File: src/rtl/mux_scan_sampler.sv
// mux_scan_sampler
//   Sequencer wrapped around a 4:1 single-bit mux. It steps the mux select
//   through channels 0..3 and holds each channel for SETTLE cycles. On the
//   last cycle of each hold it samples the mux output into a shadow register.
//   After channel 3 it publishes the assembled 4-bit word together with a
//   one-cycle valid pulse.
//
//   Optional feature: define MUX_SCAN_CONT_EN for continuous scanning. In that
//   mode one start keeps the sequencer scanning until reset. Without it, each
//   scan is one-shot and needs a new start.
//
//   Ports:
//     clk_i    rising-edge clock
//     rst_i    synchronous, active-high reset
//     start_i  scan request, honoured only while idle
//     y_i      mux output being scanned
//     sel_o    mux select (2 bits)
//     busy_o   high while a scan is in progress
//     word_o   last completed scan, bit k = y_i sampled with sel_o = k
//     valid_o  one-cycle pulse when word_o updates
//
//   Parameter SETTLE (1..15): cycles each channel is held before sampling.
module mux_scan_sampler #(
  parameter int unsigned SETTLE = 2
) (
  input  logic       clk_i,
  input  logic       rst_i,
  input  logic       start_i,
  input  logic       y_i,
  output logic [1:0] sel_o,
  output logic       busy_o,
  output logic [3:0] word_o,
  output logic       valid_o
);

  typedef enum logic {
    IDLE = 1'b0,
    SCAN = 1'b1
  } state_e;

  localparam logic [3:0] LAST_CNT = 4'(SETTLE - 1);

`ifdef MUX_SCAN_CONT_EN
  localparam logic CONT_MODE = 1'b1;
`else
  localparam logic CONT_MODE = 1'b0;
`endif

  state_e     state_q,  state_d;
  logic [3:0] cnt_q,    cnt_d;
  logic [3:0] shadow_q, shadow_d;
  logic [1:0] sel_q,    sel_d;
  logic       busy_q,   busy_d;
  logic [3:0] word_q,   word_d;
  logic       valid_q,  valid_d;

  // The settle window of the current channel ends on this edge.
  logic sample_s;
  // The channel being sampled is the last one of the scan.
  logic last_ch_s;

  assign sample_s  = (state_q == SCAN) && (cnt_q == LAST_CNT);
  assign last_ch_s = (sel_q == 2'd3);

  // State and datapath registers, with synchronous reset.
  always_ff @(posedge clk_i) begin
    if (rst_i) begin
      state_q  <= IDLE;
      cnt_q    <= 4'd0;
      shadow_q <= 4'd0;
      sel_q    <= 2'd0;
      busy_q   <= 1'b0;
      word_q   <= 4'd0;
      valid_q  <= 1'b0;
    end else begin
      state_q  <= state_d;
      cnt_q    <= cnt_d;
      shadow_q <= shadow_d;
      sel_q    <= sel_d;
      busy_q   <= busy_d;
      word_q   <= word_d;
      valid_q  <= valid_d;
    end
  end

  // Next-state logic.
  always_comb begin
    state_d = state_q;
    case (state_q)
      IDLE: begin
        if (start_i) begin
          state_d = SCAN;
        end else begin
          state_d = IDLE;
        end
      end
      SCAN: begin
        if (sample_s && last_ch_s && !CONT_MODE) begin
          state_d = IDLE;
        end else begin
          state_d = SCAN;
        end
      end
      default: state_d = IDLE;
    endcase
  end

  // Output and datapath next values. valid is a pulse, so it defaults low.
  always_comb begin
    cnt_d    = cnt_q;
    shadow_d = shadow_q;
    sel_d    = sel_q;
    busy_d   = busy_q;
    word_d   = word_q;
    valid_d  = 1'b0;
    case (state_q)
      IDLE: begin
        if (start_i) begin
          cnt_d    = 4'd0;
          sel_d    = 2'd0;
          shadow_d = 4'd0;
          busy_d   = 1'b1;
        end else begin
          busy_d   = 1'b0;
        end
      end
      SCAN: begin
        if (sample_s) begin
          cnt_d           = 4'd0;
          shadow_d[sel_q] = y_i;
          if (last_ch_s) begin
            // The word includes the channel-3 sample taken on this same edge.
            word_d  = {y_i, shadow_q[2:0]};
            valid_d = 1'b1;
            sel_d   = 2'd0;
            busy_d  = CONT_MODE;
          end else begin
            sel_d   = sel_q + 2'd1;
          end
        end else begin
          cnt_d = cnt_q + 4'd1;
        end
      end
      default: begin
        cnt_d  = 4'd0;
        sel_d  = 2'd0;
        busy_d = 1'b0;
      end
    endcase
  end

  assign sel_o   = sel_q;
  assign busy_o  = busy_q;
  assign word_o  = word_q;
  assign valid_o = valid_q;

endmodule

File: config.mk
export PLATFORM = sky130hd
export DESIGN_NAME = mux_scan_sampler
export DESIGN_NICKNAME = d
export VERILOG_FILES = /design/src/rtl/mux_scan_sampler.sv
export SDC_FILE = /design/constraint.sdc
export NUM_CORES = 1
export LEC_CHECK = 0
export ABC_AREA = 1
export BUFFER_PORTS_ARGS = -buffer_cell sky130_fd_sc_hd__buf_2
export CORE_UTILIZATION = 29
export CTS_BUF_LIST = sky130_fd_sc_hd__clkbuf_8
export DETAILED_ROUTE_END_ITERATION = 7
export HOLD_SLACK_MARGIN = 0.05
export PLACE_DENSITY_LB_ADDON = 0.3
export SLEW_MARGIN = 40
export SYNTH_ARGS = -nofsm -noshare
export SYNTH_HDL_FRONTEND = slang
export SYNTH_SLANG_ARGS = --single-unit
File: constraint.sdc
create_clock -name clk_i -period 1.3 [get_ports clk_i]
set_input_delay 0.26 -clock clk_i [delete_from_list [all_inputs] [get_ports clk_i]]
set_output_delay 0.26 -clock clk_i [all_outputs]
set_load 0.01 [all_outputs]
==> metrics.md <==
| Metric | Value |
|---|---|
| R2r setup slk | 0.10 ns |
| Finished Layout Cells | 145 |
| Die Span Y | around 54 µm |
| Total setup buffers inserted after CTS | 0 |
| R2R depth | 4 |
| Clk_lat worst skew | 0.25 ns |
| Critical Path AT | between 1 and 1.5 ns |
| Vias per Instance | 4.56 |
| Post-synthesis sequential area ratio | 0.403 |
| GRT Total Usage | 0.125 |
| Unrepaired setup endpoints after global routing | false |
| Comb pwr share | 0.156 |
| Slew headroom | 0.838 |
| Starting DRT DRC Count | 4 |
| Sw Share | 0.259 |
| Worst vdd ir | 0.934 mV |
| Sw Pwr | between 200 and 300 µW |
| DP Area | between 900 and 1000 µm² |
| Max incr delay on CP | between 0.4 and 0.5 ns |
| Mux cell area share after synthesis | 0 |
| Placed Cells incl. Taps | roughly 140 |
| Hold Startpoint | start_i |
| Most common cell in the synthesized netlist | nand2_1 |
| Top Family by Delay on Critical Path | flip-flops |
| Max-cap violation count | 0 |
| WHS Path Cells | 3 |
| Routability cong. | approximately 0.72 |
| GRT busiest layer | met1 |
| FF-to-FF Start | sel_o[0] |
| Asr flop ratio synth | 0 |
| Fin Hold WS | between 0.2 and 0.3 ns |
| #FFs+latches synth | 16 |
| DR pass1 iterations | 3 |
| Tmin final | about 1.2 ns |
| Mapped cell area | 796 µm² |
| Top FF cell, synth | dfxtp_1 |
| Final setup fails | 0 |
| Clock slew at reported path FFs | roughly 0.060 ns |
| Layout Nets | approximately 130 |
| CP max stage cell | dfxtp_1 |
| Clock Sinks | 16 |
| Core area | between 2000 and 3000 µm² |
| Fraction of the mapped netlist area in simple logic gates | 0.296 |
| CP Launch Type | flop |
| Pin count of the biggest net entering global routing | 12 |
| DIE WIDTH | around 54 µm |
| Clock Tree Root | clkbuf_8 |
| Global-route wire length before repair | about 2500 µm |
| ANT nets after route | 0 |
| Syn Nets | ~110 |
| Syn-to-layout area delta | 20.4% |
| Crit end category | flop |
| Clock Power Share | 0.385 |
| Syn_area_per_cell | 8.12 µm² |
| Worst Skew | around 0.0014 ns |
| ANT cells | 0 |
| Setup TNS | 0 ns |
| Hpwl dp | 1120 µm |
| GRT met2 Usage | 0.167 |
| Worst Hold Class | in2reg |
| Yosys warnings | 0 |
| Overflow after GRT | 0 |
| H-tree levels | 1 |
| Cell types with the highest counts after synthesis | nand2_1, dfxtp_1, a21oi_1 |
| Reg-to-Reg End | word_o[3] |
| Number of synthesized flops with an enable pin | 0 |
| Final hold violation count | 0 |
| Vias in the first global route | ~570 |
| Power Internal | roughly 850 µW |
| CP Max Fanout | 6 |
| Leakage | 0.427 nW |
| Critical path depth | 4 |
| Pwr Density | between 1000 and 1500 nW/µm² |
| TritonCTS clock tree | built |
| Synth Instances | 98 |
| Post-Route WL | between 1000 and 1500 µm |
| Clock Path Buffers | 2 |
| Met1 Usage GRT | 0.169 |
| Overall Power | approximately 1.1 mW |
| Design Area, Final | roughly 960 µm² |
| Worst Setup Path Type | reg2reg |
| PnR worst setup slack | 0.105 ns |
| Worst path bufs/invs | 0 |
| Grt met3 use | 0.0500 |
| Post-synthesis compound-gate area fraction | 0.127 |
| Leading area contributor after synthesis | dfxtp_1 |
| Final Util | 0.377 |
| Reg power frac | 0.459 |
| Synth Area in Adders | 0.0943 |
| Wire length per cell | slightly above 10 µm |
| Share of cells above drive strength 1 | 0.243 |
| Worst Tran Pin Value | between 0.2 and 0.25 ns |
| PortBufs | 11 |
| Synth unique cells | 22 |
| Status | finished, final reports clean |
| Largest family of logic cells by synthesized area | simple AND/OR/NAND/NOR gates |
| DRC viols | 0 |
| Slew Viols, Final | 0 |
| Synth top area share | 0.403 |
| Worst EP required | 1.43 ns |
| Synth Area in XOR/XNOR | 0.0110 |
| Initial antenna violation count | 0 |
| Period utilization | 0.920 |
| Synth top area cells | dfxtp_1, ha_1, nand2_1 |
| Routed vias | about 660 |
| Post-Place Setup Slack | between 0.05 and 0.06 ns |
| FMAX | about 840 MHz |
| Number of core rows | 18 |
| Effective utilization at floorplan | 0.313 |
| CP Cell Sequence | ha_2 > nand4_1 > nand2_1 > a21oi_1 |
| TritonCTS Buffers | 3 |
| Hold path endpoint | busy_o |
| IO Pins | 12 |
| Die ar. | 2960 µm² |
-- area by class of cell --
cell class                 count  area [µm²]
tap                           30        37.5
fill                         285        1590
inverter                      10        37.5
multi-input combinational     70         423
timing repair buffer          15        85.1
clock buffer                   4        55.1
sequential                    16         320
-- metal layers --
layer  routed length (µm)  share of wire  vias up
met5                    0              0        -
li1                     -              -      355
met3                   56          0.038        4
met1                  770           0.52      292
met2                  626           0.42       10
met4                   27          0.018        0
-- cell usage in the layout, fill, tap and decap left out --
cell	count
a21oi_1	13
clkbuf_8	4
nand3b_1	1
buf_2	11
or2_1	1
nand3_2	1
ha_1	5
dfxtp_1	16
o21bai_1	1
nand3_1	9
nand2_2	1
nand2_1	18
nor2_8	1
nor2_4	1
a21oi_2	1
nand2_4	2
buf_4	4
inv_1	9
ha_2	1
nand4_1	2
xor2_1	1
o21ai_0	4
nor2_1	7
inv_2	1
-- registers in the layout (all words and copies together) (netlist names) --
signal    flops
busy_o        1
cnt_q         4
word_o        4
shadow_q      3
valid_o       1
state_q       1
sel_o         2
-- cells by family (layout without fill, tap and decap cells) --
kind of cell	count (synthesis)	after routing
buffers and inverters	12	29
AO/OA/AOI/OAI	19	19
adder cells (fa/ha/maj)	6	6
flip-flops	16	16
XOR/XNOR	1	1
AND/OR/NAND/NOR	44	44
-- power by group through the flow --
stage / Sequential (mW) / Clock, mW / Combinational [mW]
floorplan: 0.539 / 0 / 0.131
global placement: 0.534 / 0 / 0.179
detailed placement: 0.535 / 0 / 0.179
CTS: 0.524 / 0.461 / 0.180
global route: 0.527 / 0.468 / 0.205
finish: 0.524 / 0.439 / 0.178
-- timing repair --
action,4_1_cts,5_1_grt
setup endpoints to repair,0,5
hold endpoints to repair,0,0
hold buffers,0,0
gates resized for setup,0,1
-- worst reg2reg max path, cell delays in order, from the launching register on --
cell	delay, ns
dfxtp_1	0.43
ha_2	0.27
nand4_1	0.20
nand2_1	0.11
a21oi_1	0.07
-- worst max path at each step --
stage                  start         to
global route        sel_o[0]  word_o[2]
CTS                 sel_o[0]  word_o[3]
finish              sel_o[0]  word_o[3]
floorplan           sel_o[0]   sel_o[0]
global placement    sel_o[0]   sel_o[0]
detailed placement  sel_o[0]  word_o[3]
(Power assumes the default switching activity.)
